[src/rtl/nes_bus_pkg.sv]
// Shared NES system-bus constants and the OAM sprite-DMA state encoding.
package nes_bus_pkg;

  localparam logic [15:0] PPU_BASE      = 16'h2000;
  localparam logic [15:0] OAM_DATA_ADDR = PPU_BASE + 16'h0004;
  localparam logic [15:0] DMA_REG_ADDR  = 16'h4014;

  typedef enum logic [2:0] {
    IDLE  = 3'd0,
    HALT  = 3'd1,
    ALIGN = 3'd2,
    READ  = 3'd3,
    WRITE = 3'd4
  } dmaState_t;

endpackage

[src/rtl/oam_dma.sv]
// Sprite DMA engine: snoops CPU writes to the DMA register, stalls the CPU and
// copies one page of memory into the PPU OAM data port as read/write pairs.
module oam_dma #(
  parameter logic [15:0] DMA_REG_ADDR  = nes_bus_pkg::DMA_REG_ADDR,
  parameter logic [15:0] OAM_DATA_ADDR = nes_bus_pkg::OAM_DATA_ADDR,
  parameter int unsigned XFER_LEN      = 256
) (
  input  logic        clk_ph1,
  input  logic        rst,
  input  logic [15:0] cpu_addr,
  input  logic [7:0]  cpu_dout,
  input  logic        cpu_r_nw,
  input  logic [7:0]  bus_din,
  output logic [15:0] bus_addr,
  output logic [7:0]  bus_dout,
  output logic        bus_r_nw,
  output logic        cpu_rdy,
  output logic        dma_active
);

  import nes_bus_pkg::*;

  // XFER_LEN is a power of two, so masking gives the wrap and the end index.
  localparam logic [7:0] IDX_MASK = 8'(XFER_LEN - 1);

  dmaState_t  r_state;
  logic [7:0] r_idx;
  logic [7:0] r_page;
  logic [7:0] r_dataQ;
  logic       r_parity;

  logic       w_trigger;
  logic       w_dmaActive;

  assign w_trigger   = !cpu_r_nw && (cpu_addr == DMA_REG_ADDR);
  assign w_dmaActive = (r_state != IDLE);

  // Parity free-runs so READ always lands on a get cycle; HALT inserts ALIGN
  // when it would otherwise put the first READ on a put cycle.
  always_ff @(posedge clk_ph1 or posedge rst) begin
    if (rst) begin
      r_state  <= IDLE;
      r_idx    <= '0;
      r_page   <= '0;
      r_dataQ  <= '0;
      r_parity <= 1'b0;
    end else begin
      r_parity <= ~r_parity;
      case (r_state)
        IDLE: begin
          if (w_trigger) begin
            r_page  <= cpu_dout;
            r_idx   <= '0;
            r_state <= HALT;
          end
        end
        HALT:  r_state <= r_parity ? READ : ALIGN;
        ALIGN: r_state <= READ;
        READ: begin
          r_dataQ <= bus_din;
          r_state <= WRITE;
        end
        WRITE: begin
          r_idx   <= (r_idx + 8'd1) & IDX_MASK;
          r_state <= (r_idx == IDX_MASK) ? IDLE : READ;
        end
        default: r_state <= IDLE;
      endcase
    end
  end

  // Idle passes the CPU straight through; otherwise the engine owns the bus.
  always_comb begin
    bus_addr = cpu_addr;
    bus_dout = cpu_dout;
    bus_r_nw = cpu_r_nw;
    case (r_state)
      HALT, ALIGN: begin
        bus_addr = {r_page, 8'h00};
        bus_dout = r_dataQ;
        bus_r_nw = 1'b1;
      end
      READ: begin
        bus_addr = {r_page, r_idx};
        bus_dout = r_dataQ;
        bus_r_nw = 1'b1;
      end
      WRITE: begin
        bus_addr = OAM_DATA_ADDR;
        bus_dout = r_dataQ;
        bus_r_nw = 1'b0;
      end
      default: ;
    endcase
  end

  assign dma_active = w_dmaActive;
  assign cpu_rdy    = ~w_dmaActive;

endmodule

[config.mk]
export PLATFORM = sky130hd
export DESIGN_NAME = oam_dma
export DESIGN_NICKNAME = d
export VERILOG_FILES = /design/src/rtl/nes_bus_pkg.sv /design/src/rtl/oam_dma.sv
export SDC_FILE = /design/constraint.sdc
export NUM_CORES = 1
export LEC_CHECK = 0
export CORE_ASPECT_RATIO = 0.7
export CORE_MARGIN = 2
export CORE_UTILIZATION = 45
export CTS_CLUSTER_SIZE = 12
export DETAILED_ROUTE_END_ITERATION = 16
export GPL_ROUTABILITY_DRIVEN = 0
export PLACE_DENSITY = 0.91
export SYNTH_ARGS = -nofsm -noshare
export SYNTH_HDL_FRONTEND = slang
export SYNTH_SLANG_ARGS = --single-unit
[constraint.sdc]
create_clock -name clk_ph1 -period 1.98 [get_ports clk_ph1]
set_input_delay 0.198 -clock clk_ph1 [delete_from_list [all_inputs] [get_ports clk_ph1]]
set_output_delay 0.198 -clock clk_ph1 [all_outputs]
set_load 0.1 [all_outputs]
==> impl_metrics.json <==
{
  "grt_pass1_vias": 1949,
  "dieArea_um2": 4330,
  "fin_cells": 309,
  "endpoint_kind": "output port",
  "r2r_setup_slack_ns": -0.04,
  "fmax_mhz": 487,
  "syn_inst": 184,
  "hpwlAfterDp_um": 4350,
  "yosysSeqAreaShare": 0.409,
  "fin_util": 0.924,
  "period_share": 1.04,
  "syn_nets": 220,
  "async_flop_share": 1.00,
  "grt.overflow.total": 0,
  "post-place-cells": 302,
  "top_usage_layer": "met2",
  "grt_max_degree": 29,
  "outcome": "finished, violations left",
  "layout_common_cells": "clkdlybuf4s50_1, buf_12, dfrtp_1",
  "track_usage": 0.316,
  "required_ns": 1.78,
  "drv_cap": 0,
  "worst_slack_ns": -0.0738,
  "ant_nets": 0,
  "crit_slowest_cell": "dfrtp_1",
  "antenna_cells": 0,
  "layout_commonest_cell": "clkdlybuf4s50_1",
  "cp_cell_sequence": "buf_4 > nor2_4 > buf_12 > mux2i_2 > o22ai_2 > buf_12",
  "fin_skew_ns": 0.0146,
  "fp-row-count": 18,
  "clockBufferDepth": 2,
  "finalNetCount": 296,
  "grt_util_met2": 0.526,
  "clk_pin_slew_ns": 0.11,
  "drt_iter0_drc": 222,
  "violations": "negative setup slack",
  "ys.flop_type": "dfrtp_1",
  "crit_type": "reg -> out",
  "via_per_inst": 6.12,
  "fin_tns_setup_ns": -0.615,
  "tightest_slew_ns": 0.470,
  "synth.avg_cell_area_um2": 9.32,
  "cts_buffers": 3,
  "drtPass1Iterations": 5,
  "cp.arrival_ns": 1.86,
  "die-width_um": 77.8,
  "slew_headroom": 0.684,
  "synth.cell_area_um2": 1710,
  "totalWireLength_um": 7220,
  "fin_crit_ns": 2.05,
  "core_um2": 3580,
  "area_growth_syn_to_layout_pct": 93.1,
  "root_buffer": "clkbuf_8",
  "die_h_um": 55.6,
  "hold_class": "in -> async",
  "drive_gt1_frac": 0.486,
  "num_io_pins": 62,
  "cts_tree": "done",
  "antenna_found_initial": 0,
  "start_util": 0.479,
  "ys_seq_elements": 28,
  "ys_warn_count": 0,
  "worstPathMaxFanout": 10,
  "setup_viol": 20,
  "synth_edf_count": 0,
  "slew_violations": 0,
  "drc": 0,
  "grt_use_met1": 0.411,
  "dr_total_vias": 1892,
  "clk_latency_ns": 0.30,
  "grtUsageMet3": 0.0860,
  "routedWlPerCell_um": 23.4,
  "rsz0062_at_grt": "yes",
  "hold_viol": 0,
  "ys_types": 38,
  "cts_htree_levels": 1,
  "fill_cells": 115,
  "crit_top_cell": "buf_12",
  "startpoint_type": "flip-flop",
  "io_buffer_count": 61,
  "clock_sinks": 28,
  "cpPeakStageDelay_ns": 0.45,
  "grt_pass1_wl_um": 10500
}
layer usage:
metal / part of all wire / wire length [um]
met5: 0 / 0
met4: 0.019 / 138
met3: 0.088 / 633
met2: 0.50 / 3630
met1: 0.39 / 2820
flip-flops by register name, summed over array words and instances, names as in the netlist:
signal and count:
r_state 3, r_idx 8, r_page 8, r_dataQ 8
r_parity 1
critical path: cells and delay by family, from the launching register on:
family | cells | cell delay, ns
compound gates | 1 | 0.13
buf+inv | 3 | 0.56
flops | 1 | 0.45
mux | 1 | 0.27
simple gates | 1 | 0.15
final timing paths:
check	cells after the start	endpoint	start
worst max-delay path	6	bus_addr[9]	r_state[1]
worst min-delay path	3	r_page[7]	rst
worst max register to register	6	r_idx[6]	r_state[1]
worst min register to register	1	r_parity	r_parity
max in group asynchronous	3	r_page[0]	rst
min in group clk_ph1	1	r_parity	r_parity
kinds of logic (layout without fill, tap and decap cells):
logic type      count (synthesis)  after routing  synth area share
compound gates                 35             35             0.133
xor+xnor                        2              2            0.0102
fa+ha+maj                       1              1           0.00730
buf+inv                        16             91            0.0496
flops                          28             28             0.409
mux                            23             23             0.150
simple gates                   79             79             0.241
cell usage after synthesis, types with 2 or more instances:
library cell / count / area (um^2)
mux2i_1: 7 / 70.1
nor2_1: 4 / 15.0
and2_1: 2 / 12.5
buf_2: 5 / 25.0
a22o_1: 7 / 61.3
nand2_1: 47 / 176
inv_1: 2 / 7.51
dfrtp_1: 28 / 701
or3_1: 3 / 18.8
a21oi_1: 2 / 10.0
nor2b_1: 3 / 18.8
buf_6: 2 / 22.5
nor3_1: 2 / 10.0
mux2_2: 14 / 158
o22ai_1: 8 / 50.1
or4_1: 2 / 15.0
o21ai_0: 11 / 55.1
mux2_4: 2 / 30.0
o211ai_1: 4 / 30.0
xnor2_1: 2 / 17.5
clkbuf_1: 5 / 18.8
nand3_1: 5 / 25.0
nor3_4: 2 / 32.5
final cells by class:
type,count,area [um^2],share of cell area
multi-input cells,140,1340,0.406
repair buffers,84,1090,0.331
flip-flops and latches,28,701,0.212
well taps,50,62.6,0.0189
clock buffers,3,41.3,0.0125
inverters,3,37.5,0.0113
clock inverters,1,30.0,0.00907
what timing repair did:
item | CTS | global route
buffers inserted | 0 | 2
pin swaps | 0 | 7
endpoints found under the setup margin | 16 | 21
gates resized for setup | 15 | 19
cloned | 1 | 0
hold buffers | 0 | 0
through the flow:
stage,hold WS (ns),setup slack [ns],cell area [um^2]
global placement,0.420,0.0337,3070
CTS,0.294,0.0123,3220
floorplan,0.263,-0.557,2040
finish,0.276,-0.0738,3310
detailed placement,0.435,-0.0605,3070
global route,0.320,-0.125,3310
Power is left out: the tool's default activity adds up to more than one toggle a clock period on the data nets, which glitch-free logic cannot reach.
